File: config.mk
export PLATFORM = sky130hd
export DESIGN_NAME = conv_mac_accumulator_flat
export DESIGN_NICKNAME = d
export VERILOG_FILES = /design/src/rtl/cnn_acc_pkg.sv /design/src/rtl/conv_mac_accumulator_if.sv /design/src/rtl/conv_mac_accumulator_requant_sat.sv /design/src/rtl/conv_mac_accumulator.sv /design/src/flat_wrapper.sv
export SDC_FILE = /design/constraint.sdc
export NUM_CORES = 1
export LEC_CHECK = 0
export ABC_CLOCK_PERIOD_IN_PS = 7250
export BUFFER_PORTS_ARGS = -buffer_cell sky130_fd_sc_hd__buf_4
export CELL_PAD_IN_SITES_DETAIL_PLACEMENT = 0
export CELL_PAD_IN_SITES_GLOBAL_PLACEMENT = 2
export CORE_UTILIZATION = 32
export CTS_CLUSTER_SIZE = 20
export DETAILED_ROUTE_END_ITERATION = 8
export MAX_ROUTING_LAYER = met4
export PLACE_DENSITY = 0.83
export SLEW_MARGIN = 30
export SYNTH_ARGS = -nofsm -noshare
export SYNTH_HDL_FRONTEND = slang
export SYNTH_SLANG_ARGS = --single-unit
File: constraint.sdc
create_clock -name clk -period 7.25 [get_ports clk]
set_clock_uncertainty 0.1 [all_clocks]
set_input_delay 0.725 -clock clk [delete_from_list [all_inputs] [get_ports clk]]
set_output_delay 0.725 -clock clk [all_outputs]
set_load 0.02 [all_outputs]
File: src/rtl/cnn_acc_pkg.sv
// Shared types, default widths and the reference requantizer for the conv MAC accumulator.
package cnn_acc_pkg;

  typedef enum logic {
    ACC  = 1'b0,
    HOLD = 1'b1
  } state_t;

  localparam int KERNEL_LEN_DEF = 9;
  localparam int PROD_W_DEF     = 16;
  localparam int ACC_W_DEF      = 24;
  localparam int OUT_W_DEF      = 8;
  localparam int SHIFT_DEF      = 7;

  localparam logic signed [ACC_W_DEF:0] OUT_MAX_DEF = (ACC_W_DEF+1)'(2**(OUT_W_DEF-1) - 1);
  localparam logic signed [ACC_W_DEF:0] OUT_MIN_DEF = (ACC_W_DEF+1)'(-(2**(OUT_W_DEF-1)));

  // Round half up, arithmetic shift and saturate, computed one bit wider than the
  // accumulator so the rounding constant can never overflow.
  function automatic logic signed [OUT_W_DEF-1:0] sat_requant(
    input logic signed [ACC_W_DEF-1:0] x,
    input int unsigned                 shift
  );
    logic signed [ACC_W_DEF:0] xe;
    logic signed [ACC_W_DEF:0] sh;
    xe = $signed({x[ACC_W_DEF-1], x}) + ((ACC_W_DEF+1)'(1) << (shift - 1));
    sh = xe >>> shift;
    if (sh > OUT_MAX_DEF) begin
      return OUT_W_DEF'(OUT_MAX_DEF);
    end else if (sh < OUT_MIN_DEF) begin
      return OUT_W_DEF'(OUT_MIN_DEF);
    end
    return OUT_W_DEF'(sh);
  endfunction

endpackage

File: src/rtl/conv_mac_accumulator_if.sv
// Product-in / activation-out stream bundle for conv_mac_accumulator.
interface conv_mac_accumulator_if
  import cnn_acc_pkg::*;
#(
  parameter int PROD_W = PROD_W_DEF,
  parameter int ACC_W  = ACC_W_DEF,
  parameter int OUT_W  = OUT_W_DEF
) ();

  logic                     prod_valid;
  logic                     prod_ready;
  logic signed [PROD_W-1:0] prod_data;
  logic                     prod_last;
  logic signed [ACC_W-1:0]  bias;

  logic                     out_valid;
  logic                     out_ready;
  logic signed [OUT_W-1:0]  out_data;
  logic signed [ACC_W-1:0]  out_sum;
  logic                     err_len;

  // Upstream multiplier array plus downstream activation buffer.
  modport master (
    output prod_valid, prod_data, prod_last, bias, out_ready,
    input  prod_ready, out_valid, out_data, out_sum, err_len
  );

  modport slave (
    input  prod_valid, prod_data, prod_last, bias, out_ready,
    output prod_ready, out_valid, out_data, out_sum, err_len
  );

endinterface

File: src/rtl/conv_mac_accumulator_requant_sat.sv
// Combinational requantizer: round half up, arithmetic right shift, saturate,
// optional ReLU when CONV_MAC_ACCUMULATOR_RELU_EN is defined.
module requant_sat
  import cnn_acc_pkg::*;
#(
  parameter int ACC_W = ACC_W_DEF,
  parameter int OUT_W = OUT_W_DEF,
  parameter int SHIFT = SHIFT_DEF
) (
  input  logic signed [ACC_W-1:0] x,
  output logic signed [OUT_W-1:0] y
);

  logic signed [OUT_W-1:0] y_sat;

  generate
    if (ACC_W == ACC_W_DEF && OUT_W == OUT_W_DEF) begin : g_default
      always_comb begin
        y_sat = sat_requant(x, SHIFT);
      end
    end else begin : g_generic
      localparam logic signed [ACC_W:0] RND     = (ACC_W+1)'(2**(SHIFT-1));
      localparam logic signed [ACC_W:0] SAT_MAX = (ACC_W+1)'(2**(OUT_W-1) - 1);
      localparam logic signed [ACC_W:0] SAT_MIN = (ACC_W+1)'(-(2**(OUT_W-1)));

      logic signed [ACC_W:0] xe;
      logic signed [ACC_W:0] sh;

      always_comb begin
        xe = $signed({x[ACC_W-1], x}) + RND;
        sh = xe >>> SHIFT;
        if (sh > SAT_MAX) begin
          y_sat = OUT_W'(SAT_MAX);
        end else if (sh < SAT_MIN) begin
          y_sat = OUT_W'(SAT_MIN);
        end else begin
          y_sat = OUT_W'(sh);
        end
      end
    end
  endgenerate

`ifdef CONV_MAC_ACCUMULATOR_RELU_EN
  assign y = y_sat[OUT_W-1] ? '0 : y_sat;
`else
  assign y = y_sat;
`endif

endmodule

File: src/rtl/conv_mac_accumulator.sv
// Sums one KERNEL_LEN-tap window of signed products plus bias and emits a requantized
// activation; ReLU on out_data is enabled by CONV_MAC_ACCUMULATOR_RELU_EN.
module conv_mac_accumulator
  import cnn_acc_pkg::*;
#(
  parameter int KERNEL_LEN = KERNEL_LEN_DEF,
  parameter int PROD_W     = PROD_W_DEF,
  parameter int ACC_W      = ACC_W_DEF,
  parameter int OUT_W      = OUT_W_DEF,
  parameter int SHIFT      = SHIFT_DEF
) (
  input logic                   clk,
  input logic                   rst_n,
  conv_mac_accumulator_if.slave bus
);

  localparam int               CNT_W    = (KERNEL_LEN > 1) ? $clog2(KERNEL_LEN) : 1;
  localparam logic [CNT_W-1:0] LAST_CNT = CNT_W'(KERNEL_LEN - 1);

  state_t                  state;
  state_t                  state_nxt;
  logic [CNT_W-1:0]        count;
  logic signed [ACC_W-1:0] acc;
  logic signed [ACC_W-1:0] acc_base;
  logic signed [ACC_W-1:0] acc_nxt;
  logic signed [OUT_W-1:0] quant_nxt;
  logic signed [OUT_W-1:0] out_data_q;
  logic signed [ACC_W-1:0] out_sum_q;
  logic                    err_len_q;
  logic                    ready_st;
  logic                    valid_st;
  logic                    accept;
  logic                    at_last;
  logic                    win_end;
  logic                    len_err;

  assign accept  = bus.prod_valid & bus.prod_ready;
  assign at_last = (count == LAST_CNT);
  assign win_end = accept & (at_last | bus.prod_last);
  // A window closed by the counter without prod_last, or by prod_last early, is a mismatch.
  assign len_err = win_end & (at_last ^ bus.prod_last);

  // The first beat of a window seeds the sum with the bias instead of the stale total.
  assign acc_base = (count == '0) ? bus.bias : acc;
  assign acc_nxt  = acc_base + ACC_W'(bus.prod_data);

  requant_sat #(
    .ACC_W (ACC_W),
    .OUT_W (OUT_W),
    .SHIFT (SHIFT)
  ) u_requant (
    .x (acc_nxt),
    .y (quant_nxt)
  );

  // NOTE: every variable gets a default before the case so no latch is inferred.
  always_comb begin
    state_nxt = state;
    ready_st  = 1'b0;
    valid_st  = 1'b0;
    unique case (state)
      ACC: begin
        ready_st = 1'b1;
        if (win_end) begin
          state_nxt = HOLD;
        end
      end
      HOLD: begin
        valid_st = 1'b1;
        if (bus.out_ready) begin
          state_nxt = ACC;
        end
      end
      default: state_nxt = ACC;
    endcase
  end

  // NOTE: sequential state uses non-blocking assignments so all registers update together.
  always_ff @(posedge clk or negedge rst_n) begin
    if (!rst_n) begin
      state      <= ACC;
      count      <= '0;
      // NOTE: acc is reset even though count==0 masks it, so a partial sum never survives reset.
      acc        <= '0;
      out_data_q <= '0;
      out_sum_q  <= '0;
      err_len_q  <= 1'b0;
    end else begin
      state     <= state_nxt;
      err_len_q <= len_err;
      if (accept) begin
        acc   <= acc_nxt;
        count <= win_end ? '0 : count + 1'b1;
      end
      if (win_end) begin
        out_sum_q  <= acc_nxt;
        out_data_q <= quant_nxt;
      end
    end
  end

  assign bus.prod_ready = ready_st & rst_n;
  assign bus.out_valid  = valid_st;
  assign bus.out_data   = out_data_q;
  assign bus.out_sum    = out_sum_q;
  assign bus.err_len    = err_len_q;

endmodule

File: src/flat_wrapper.sv
// flat-port wrapper written by rule: the top's interface ports become plain ports
module conv_mac_accumulator_flat import cnn_acc_pkg::*;
#(
  parameter int KERNEL_LEN = KERNEL_LEN_DEF,
  parameter int PROD_W     = PROD_W_DEF,
  parameter int ACC_W      = ACC_W_DEF,
  parameter int OUT_W      = OUT_W_DEF,
  parameter int SHIFT      = SHIFT_DEF
)
  (clk, rst_n, bus_prod_valid, bus_prod_data, bus_prod_last, bus_bias, bus_out_ready, bus_prod_ready, bus_out_valid, bus_out_data, bus_out_sum, bus_err_len);
  conv_mac_accumulator_if #(.PROD_W(PROD_W), .ACC_W(ACC_W), .OUT_W(OUT_W)) bus_i ();
  input logic clk;
  input logic rst_n;
  input wire logic [$bits(bus_i.prod_valid)-1:0] bus_prod_valid;
  input wire logic [$bits(bus_i.prod_data)-1:0] bus_prod_data;
  input wire logic [$bits(bus_i.prod_last)-1:0] bus_prod_last;
  input wire logic [$bits(bus_i.bias)-1:0] bus_bias;
  input wire logic [$bits(bus_i.out_ready)-1:0] bus_out_ready;
  output wire logic [$bits(bus_i.prod_ready)-1:0] bus_prod_ready;
  output wire logic [$bits(bus_i.out_valid)-1:0] bus_out_valid;
  output wire logic [$bits(bus_i.out_data)-1:0] bus_out_data;
  output wire logic [$bits(bus_i.out_sum)-1:0] bus_out_sum;
  output wire logic [$bits(bus_i.err_len)-1:0] bus_err_len;
  assign bus_i.prod_valid = bus_prod_valid;
  assign bus_i.prod_data = bus_prod_data;
  assign bus_i.prod_last = bus_prod_last;
  assign bus_i.bias = bus_bias;
  assign bus_i.out_ready = bus_out_ready;
  assign bus_prod_ready = bus_i.prod_ready;
  assign bus_out_valid = bus_i.out_valid;
  assign bus_out_data = bus_i.out_data;
  assign bus_out_sum = bus_i.out_sum;
  assign bus_err_len = bus_i.err_len;
  conv_mac_accumulator #(.KERNEL_LEN(KERNEL_LEN), .PROD_W(PROD_W), .ACC_W(ACC_W), .OUT_W(OUT_W), .SHIFT(SHIFT)) u_core (.clk(clk), .rst_n(rst_n), .bus(bus_i));
endmodule
Yosys cells after proc, flatten, opt, wreduce, memory -nomap -nowiden --
Index checks and enable logic that the tools add are counted.
Storage, ports and cells: register bits 62, input bits 45, output and inout bits 35
Cells by class: bitwise operators 7, reductions and logical operators 1, $lt $le $gt $ge 2, multiplexer cells 12, equal/unequal tests 1, $add $sub $neg 3
Operators by type and width (count):
- 24-bit by 8-bit adder with 25-bit output, second input constant | 1
- 24-bit by 16-bit adder with 24-bit output | 1
- 24-bit two-way mux | 1
- 8-bit two-way mux | 3
- 18-bit by 8-bit greater-than comparator with 1-bit output, second input constant | 1
- 18-bit by 8-bit less-than comparator with 1-bit output, second input constant | 1
- 1-bit two-way mux | 6
- 4-bit by 1-bit adder with 4-bit output, second input constant | 1
- 1-bit AND | 4
- 4-bit == test, second input constant | 1
- 4-bit logical NOT | 1
- 4-bit two-way mux | 1
- 1-bit one-hot mux with 2 select lines | 1
- 1-bit inverter | 1
- 1-bit bitwise OR | 1
- 1-bit bitwise XOR | 1

Depth between registers and ports, before layout --
Gate-level depths: netlist (run 1).
depth in word-level cells 8, mapped depth 19, mapped depth without buffers 18

Cells and area by module --
Synthesis (run 1) repeated with hierarchy kept, for this count alone.
Second synthesis, totals: cells, all modules 568, area total of the unflattened synthesis 4727.0 um^2
Modules (own cells, without submodules):
- conv_mac_accumulator | cells each 494, area each 4207.8 um^2, times used 1, seq. area each 1551.5 um^2
- requant_sat | cells each 74, area each 519.2 um^2, times used 1, seq. area each 0.0 um^2

Worst setup path before layout (run 1) --
No wires, ideal clock.
kind register to register, start point register u_core.count[0], end point register u_core.out_data_q[0] (netlist: u_core.bus.out_data[0]), stages on the path, launching flop included 19, arrival time 5.419 ns, clock period less this slack 5.659 ns, path slack 1.591 ns, data required time 7.010 ns, cell sequence dfrtp_1 -> inv_1 -> ha_1 -> nor3b_1 -> clkbuf_1 -> mux2_2 -> ha_1 -> fa_1 -> a21o_1 -> a221oi_4 -> or3_4 -> a21boi_0 -> or4b_4 -> or4_4 -> a2111o_1 -> a211oi_2 -> o221ai_2 -> a21oi_4 -> o22ai_1
On the way: cells in the longest elaborated chain, start to end 8
Ends and longest elaborated chain:
- start, declared | RTL line conv_mac_accumulator.sv:22 | logic [CNT_W-1:0] count;
- start signal, assigned | RTL line conv_mac_accumulator.sv:93 | count <= win_end ? '0 : count + 1'b1;
- 4-bit logical NOT | RTL line conv_mac_accumulator.sv:44 | assign acc_base = (count == '0) ? bus.bias : acc;
- 24-bit two-way mux | RTL line conv_mac_accumulator.sv:44
- 24-bit by 16-bit adder with 24-bit output | RTL line conv_mac_accumulator.sv:45 | assign acc_nxt = acc_base + ACC_W'(bus.prod_data);
- 24-bit by 8-bit adder with 25-bit output | RTL line cnn_acc_pkg.sv:26 | xe = $signed({x[ACC_W_DEF-1], x}) + ((ACC_W_DEF+1)'(1) << (shift - 1));
- 18-bit by 8-bit less-than comparator with 1-bit output | RTL line cnn_acc_pkg.sv:30 | end else if (sh < OUT_MIN_DEF) begin
- 1-bit two-way mux | RTL line cnn_acc_pkg.sv:30
- 1-bit two-way mux | RTL line cnn_acc_pkg.sv:28 | if (sh > OUT_MAX_DEF) begin
- 8-bit two-way mux | RTL line cnn_acc_pkg.sv:33 | return OUT_W_DEF'(sh);
- end signal, assigned | RTL line conv_mac_accumulator.sv:97 | out_data_q <= quant_nxt;
- end, declared | RTL line conv_mac_accumulator.sv:27 | logic signed [OUT_W-1:0] out_data_q;
Parallel ways exist; a longest one is shown, timed or not. A chain may end at the register's enable or synchronous reset.

Final worst setup path (run 1) --
start point register u_core.count[1], end point register u_core.out_data_q[5] (netlist: u_core.bus.out_data[5])
The elaborated chain is that of the path after synthesis.

==> flow_metrics.py, run 1 <==
metrics = {
    "outcome": {
        "status": "complete, no violations",
    },
    "synth": {
        "synth_xor_area_frac": 0.05426,
        "syn_inst": 522,
        "synth_top_flop_cell": "dfrtp_1",
        "synthAdderAreaFrac": 0.08195,
        "ys_types": 62,
        "synth_top_family_by_area": "compound AO/OA/AOI/OAI gates",
        "syn-cell-area_mm2": 0.004519,
        "syn_area_per_cell_um2": 8.658,
        "synth_seq_area_share": 0.3433,
        "yosys.area_share.simple": 0.2104,
        "synth_edf_count": 0,
        "syn_nets": 596,
        "ys_ff_latch": 62,
        "muxShareOfSynthArea": 0.06700,
        "synth-compound-area-share": 0.2118,
        "synthArstFlopShare": 1.000,
        "yosys_warnings": 0,
    },
    "global_route": {
        "grt_antenna_before_repair": 0,
        "grt_max_degree": 63,
        "grt-ovfl-total": 0,
        "grt_usage": 0.1857,
        "grt_pass1_vias": 3882,
        "grt_pass1_wl_um": 20560,
    },
    "detailed_routing": {
        "wl_met1_um": 6297,
        "wl_per_cell_um": 16.28,
        "wirelength_um": 12660,
        "detail_route.iter0.violations": 213,
        "vias_per_cell": 5.271,
        "vias": 4101,
        "drc_errors": 0,
        "routed.top_layer": "met4",
        "route.met2.wl_um": 5750,
        "wl_met3_um": 493,
        "dr.pass1.iters": 6,
        "route.antenna.remaining_nets": 0,
    },
    "worst_setup_path": {
        "worstPathCellList": "inv_1, ha_1, nor3b_4, mux2_2, ha_1, fa_1, a21o_1, a221oi_4, o31ai_1, xor2_1, nand3_1, nor3_1, xor2_1, or4_1, nor4_1, a41oi_1, o22ai_1",
        "crit_start": "u_core.count[1]",
        "reg2reg_from": "u_core.count[1]",
        "end_kind": "flop",
        "worstPathRequired_ps": 7400,
        "critPathLaunchType": "flop",
        "worst-setup-path-type": "flop to flop",
        "cp_max_fo": 12,
        "cpPeakStageDelay_ps": 580,
        "slowest_stage": "nor3b_4",
        "arrival_ps": 6140,
    },
    "finish": {
        "nNetsFinal": 667,
        "drive_above_1_share": 0.2341,
        "seq_area_mm2": 0.001551,
        "diodes": 0,
        "fillers": 1420,
        "area.growth.synth_to_final_pct": 24.31,
        "multi_input_area_mm2": 0.002838,
        "instances_no_fill": 778,
    },
    "placement": {
        "dp_cells": 762,
        "port_buffers": 79,
        "gp_congestion": 0.8448,
        "hpwl_um": 9765,
    },
    "timing": {
        "slew_headroom": 0.3706,
        "worst_pin_slew_ps": 937.4,
        "grt_setup_unrepaired": "false",
        "setup-violations-final": 0,
        "max_freq_mhz": 166.8,
        "drv_slew": 0,
        "finalCriticalPeriod_ps": 5997,
        "finalCritPeriodShare": 0.8271,
        "hold_violations": 0,
        "setup_tns_ps": 0,
    },
    "power_and_ir_drop": {
        "powerDensity_mw_per_mm2": 478.4,
        "p_leak_nw": 2.491,
        "irDropWorstVdd_v": 0.0001387,
    },
    "cts": {
        "clk_path_buf_depth": 2,
        "htree_levels": 3,
        "cts_tree": "yes",
        "cts_hold_buf": 0,
        "clkTransAtPathRegs_ps": 60,
        "cts_resized": 0,
        "clk_latency_ps": 330,
        "postCtsSetupRepairBufs": 0,
        "tritoncts.num_buffers": 9,
        "clock-sinks": 62,
        "clock-root-buffer": "clkbuf_16",
    },
    "min_path": {
        "hold_class": "flop to flop",
        "min-delay-start": "u_core.acc[5]",
    },
    "die": {
        "die-area_mm2": 0.01460,
        "io_pins": 80,
        "rows": 43,
        "dieHeight_um": 120.8,
        "core_area_mm2": 0.01383,
        "start_util": 0.3268,
        "fp.dieW_um": 120.8,
    },
    "run": {
        "drv_cap": 0,
    },
}
-- state kept, by name, indices dropped and copies added (netlist names) --
| name | count |
|---|---|
| u_core.acc | 24 |
| u_core.bus.err_len | 1 |
| u_core.bus.out_data | 8 |
| u_core.bus.out_sum | 24 |
| u_core.count | 4 |
| u_core.state | 1 |
-- final timing paths --
check                                               to  slack (ps)  cells after the start
max in group asynchronous              u_core.count[0]        5960                      2
worst min register to register           u_core.acc[5]         370                      2
worst max register to register  u_core.bus.out_data[5]        1250                     17
min in group asynchronous       u_core.bus.out_sum[22]         520                      2
worst min-delay path                     u_core.acc[5]         370                      2
worst max-delay path            u_core.bus.out_data[5]        1250                     17
-- area by class of cell --
class / instances / share of cell area
Clock buffer: 9 / 0.04009
Tap cell: 180 / 0.04009
Inverter: 10 / 0.006682
Multi-Input combinational cell: 425 / 0.5051
Timing Repair Buffer: 85 / 0.1136
Clock inverter: 7 / 0.01826
Sequential cell: 62 / 0.2762
-- critical path: cells and delay by family (launching register included) --
family / cells / cell delay (ps)
fa+ha+maj: 3 / 810
flops: 1 / 390
buf+inv: 1 / 90
compound gates: 5 / 1470
xor+xnor: 2 / 580
simple gates: 5 / 2060
mux: 1 / 410
-- stage by stage --
step	utilization	instance area [um^2]	hold slack (ps)	total power [mW]	worst slack, ps
6_report	0.4063	5618	373.0	2.687	1253
3_3_place_gp	0.3821	5284	357.7	2.200	1194
4_1_cts	0.4058	5612	380.2	2.700	1041
2_1_floorplan	-	4519	329.4	1.717	1591
5_1_grt	0.4063	5618	395.2	2.902	735.7
3_5_place_dp	0.3821	5284	364.5	2.213	1055
-- synth_stat cells (all sizes together) (2+ instances only) --
library cell | n | area (um^2)
a21oi | 27 | 146.4
nand3 | 13 | 65.06
a2111o | 2 | 22.52
nor4 | 3 | 18.77
a21o | 6 | 45.04
nand4 | 8 | 50.05
nor3 | 15 | 75.07
nand2 | 87 | 326.6
o211ai | 4 | 30.03
nor2 | 21 | 78.83
xnor2 | 15 | 131.4
nand2b | 4 | 25.02
o22ai | 8 | 50.05
a21boi | 3 | 22.52
a211o | 3 | 26.28
clkbuf | 18 | 67.56
dfrtp | 62 | 1551
xor2 | 13 | 113.9
nor3b | 2 | 15.01
o31ai | 4 | 30.03
a31oi | 2 | 12.51
nor2b | 3 | 18.77
a211oi | 7 | 57.55
and4 | 3 | 26.28
or3 | 6 | 42.54
mux2 | 26 | 292.8
buf | 7 | 36.28
a22oi | 2 | 15.01
and2 | 8 | 50.05
or3b | 2 | 17.52
nand3b | 3 | 22.52
or4 | 6 | 48.80
o21bai | 3 | 22.52
o21ai | 58 | 290.3
and3 | 6 | 42.54
ha | 28 | 350.3
inv | 10 | 37.54
o21a | 7 | 52.55
o221ai | 3 | 32.53
-- placed cells by master, fill, tap and decap left out, types with 7 or more instances in the layout --
| master | synthesis | final |
|---|---|---|
| dfrtp_1 | 62 | 62 |
| o22ai_1 | 8 | 8 |
| clkbuf_16 | 0 | 9 |
| nand2_1 | 87 | 87 |
| mux2_2 | 26 | 26 |
| nand3_1 | 13 | 13 |
| and2_1 | 8 | 8 |
| xor2_1 | 13 | 13 |
| o21a_1 | 7 | 7 |
| nor3_1 | 15 | 15 |
| nand4_1 | 8 | 8 |
| xnor2_1 | 15 | 15 |
| inv_1 | 10 | 10 |
| ha_1 | 28 | 28 |
| o21ai_0 | 56 | 56 |
| buf_4 | 1 | 85 |
| a21oi_1 | 26 | 26 |
| nor2_1 | 21 | 21 |
-- power breakdown --
part | internal [mW] | switching (mW)
Sequential | 0.499 | 0.0839
Combinational | 0.644 | 0.982
Clock | 0.306 | 0.173
-- metal layers --
metal	vias to the layer above	global-route usage
met5	-	-
met2	93	0.2771
li1	2049	-
met4	0	0.04398
met3	10	0.02594
met1	1949	0.2645
-- logic make-up (layout without fill, tap and decap cells) --
family                     after synthesis  after routing
buffers and inverters                   35            111
DFF                                     62             62
AOI/OAI and AO/OA                      148            148
xor gates and xnor gates                28             28
muxes                                   27             27
adders and majority gates               29             29
and+or+nand+nor                        193            193
(Power assumes the default switching activity.)
==> run 2: changes to the inputs <==
ABC_AREA = 1   (was not set)
ABC_CLOCK_PERIOD_IN_PS = 5840   (was 7250)
PLACE_DENSITY = 0.87   (was 0.83)
clock period = 5.84 ns   (was 7.25 ns; I/O delays follow)
==> flow_metrics.py, run 2 <==
metrics = {
    "outcome": {
        "status": "complete, no violations",
    },
    "finish": {
        "drive_above_1_share": 0.2312,
        "area.growth.synth_to_final_pct": 21.43,
        "final_common_cell": "nand2_1",
        "stdcell_area_mm2": 0.006380,
        "diodes": 0,
        "final_cell_mix": "nand2_1 (253), inv_1 (96), buf_4 (82)",
        "fillers": 1728,
        "nNetsFinal": 934,
    },
    "timing": {
        "slew_headroom": 0.4760,
        "drv_slew": 0,
        "setup_tns_ps": 0,
        "grt_setup_unrepaired": "false",
        "max_freq_mhz": 216.9,
        "hold_violations": 0,
        "setup-violations-final": 0,
        "finalCriticalPeriod_ps": 4610,
        "worst_pin_slew_ps": 784.9,
        "finalCritPeriodShare": 0.7894,
    },
    "placement": {
        "port_buffers": 79,
        "place_area_mm2": 0.006076,
        "hpwl_um": 12590,
        "gp_congestion": 0.8496,
    },
    "worst_setup_path": {
        "cp_top_family": "simple AND/OR/NAND/NOR gates",
        "worstPathRequired_ps": 5960,
        "worstPathCellList": "inv_1, ha_1, nand2_1, mux2_2, ha_1, fa_1, nand3_1, nand3_1, nand3_1, nand3_2, nand2_1, nand2_2, nor2_4, nand2_1, nor2_1, nand3_1, nand2_1, nand2_1, nor2_1, nand2_1, o21ai_2, nand2_2, nor2_1, nor2_1",
        "critical_path.most_common_cell": "nand2_1",
        "critical_path_buf_inv_count": 1,
        "end_kind": "flop",
        "slowest_stage": "nand2_1",
        "critPathLaunchType": "flop",
        "worst-setup-path-type": "flop to flop",
        "arrival_ps": 4730,
        "cp_max_fo": 16,
        "cpPeakStageDelay_ps": 500,
    },
    "synth": {
        "ys_ff_latch": 62,
        "synth_edf_count": 0,
        "syn_nets": 855,
        "yosysTopAreaCell": "dfrtp_1",
        "synth_seq_area_share": 0.2953,
        "synth.area.top_cells": "dfrtp_1 (30%), nand2_1 (18%), inv_1 (6.9%)",
        "yosysMostFrequentCell": "nand2_1",
        "syn-cell-area_mm2": 0.005254,
        "yosys_warnings": 0,
        "synthDominantCellAreaShare": 0.2953,
        "synthArstFlopShare": 1.000,
        "synth_top_flop_cell": "dfrtp_1",
        "ys_types": 34,
        "netlist_top_cells_count": "nand2_1 (253), inv_1 (96), dfrtp_1 (62)",
        "syn_area_per_cell_um2": 6.727,
        "syn_inst": 781,
    },
    "die": {
        "core_area_mm2": 0.01594,
        "die-area_mm2": 0.01694,
        "fp.dieW_um": 130.1,
        "io_pins": 80,
        "rows": 46,
        "dieHeight_um": 130.1,
        "start_util": 0.3295,
    },
    "detailed_routing": {
        "wl_per_cell_um": 14.04,
        "wirelength_um": 15180,
        "drc_errors": 0,
        "route.antenna.remaining_nets": 0,
        "dr.pass1.iters": 5,
        "detail_route.iter0.violations": 370,
        "vias": 4935,
        "vias_per_cell": 4.565,
    },
    "cts": {
        "cts_hold_buf": 0,
        "cts_resized": 0,
        "cts_tree": "yes",
        "htree_levels": 3,
        "tritoncts.num_buffers": 9,
        "clkTransAtPathRegs_ps": 60,
        "clock-sinks": 62,
        "clock-root-buffer": "clkbuf_16",
        "clk_latency_ps": 330,
        "postCtsSetupRepairBufs": 0,
        "clk_path_buf_depth": 2,
    },
    "global_route": {
        "grt_pass1_wl_um": 24290,
        "grt-ovfl-total": 0,
        "grt_usage": 0.1958,
        "grt_pass1_vias": 4553,
        "grt_max_degree": 53,
        "grt_antenna_before_repair": 0,
    },
    "power_and_ir_drop": {
        "p_leak_nw": 3.400,
        "p_total_mw": 4.051,
        "irDropWorstVdd_v": 0.0002094,
        "powerDensity_mw_per_mm2": 634.9,
    },
    "min_path": {
        "hold_class": "input pin to async pin",
    },
    "run": {
        "drv_cap": 0,
    },
}
[run 2: worst reg2reg max path, stage by stage (launching register included)]
cell,delay [ps]
dfrtp_1,350
inv_1,80
ha_1,220
nand2_1,500
mux2_2,410
ha_1,260
fa_1,480
nand3_1,120
nand3_1,210
nand3_1,210
nand3_2,90
nand2_1,80
nand2_2,130
nor2_4,150
nand2_1,70
nor2_1,180
nand3_1,100
nand2_1,70
nand2_1,90
nor2_1,100
nand2_1,70
o21ai_2,120
nand2_2,110
nor2_1,160
nor2_1,50
[run 2: final timing paths]
path,start,endpoint,slack [ps],depth (start not counted)
min in group clk,bus_out_ready,u_core.state,320,2
worst max-delay path,u_core.count[0],u_core.bus.out_data[1],1230,24
worst max register to register,u_core.count[0],u_core.bus.out_data[1],1230,24
worst min-delay path,rst_n,u_core.bus.out_sum[18],40,1
max in group asynchronous,rst_n,u_core.bus.out_sum[15],4740,2
worst min register to register,u_core.bus.out_sum[17],u_core.bus.out_sum[17],380,2
[run 2: metrics by stage]
stage,setup WS (ps),utilization,cells,hold WS [ps]
3_3_place_gp,1174,0.3811,1065,364.7
6_report,1230,0.4002,1081,39.15
5_1_grt,768.2,0.4002,1081,56.41
3_5_place_dp,1187,0.3811,1065,368.3
4_1_cts,1183,0.4002,1081,46.91
2_1_floorplan,1970,-,781,188.4
[run 2: cell families after synthesis]
group           count (synthesis)  synth area share
compound gates                 83           0.08240
xor+xnor                       13           0.02167
fa+ha+maj                      29           0.07049
buf+inv                       123           0.09026
flops                          62            0.2953
mux                            23           0.04906
simple gates                  448            0.3908
[run 2: area by class of cell]
cell class,count,area [um^2],area share
clock inverter,7,78.83,0.01236
tap,216,270.3,0.04236
sequential,62,1551,0.2432
inverter,109,410.4,0.06433
multi-input combinational,596,3228,0.5060
timing repair buffer,82,615.6,0.09649
clock buffer,9,225.2,0.03530
[run 2: power breakdown]
part	leakage, nW	internal (mW)	switching (mW)
Sequential	0.762	0.621	0.108
Clock	0.151	0.335	0.208
Combinational	2.49	0.943	1.84
Total	3.40	1.90	2.15
[run 2: per-layer routing]
metal | GRT usage | part of all wire
met1 | 0.2814 | 0.53
met4 | 0.04720 | 0.011
met3 | 0.02091 | 0.022
met5 | - | 0
met2 | 0.2910 | 0.44
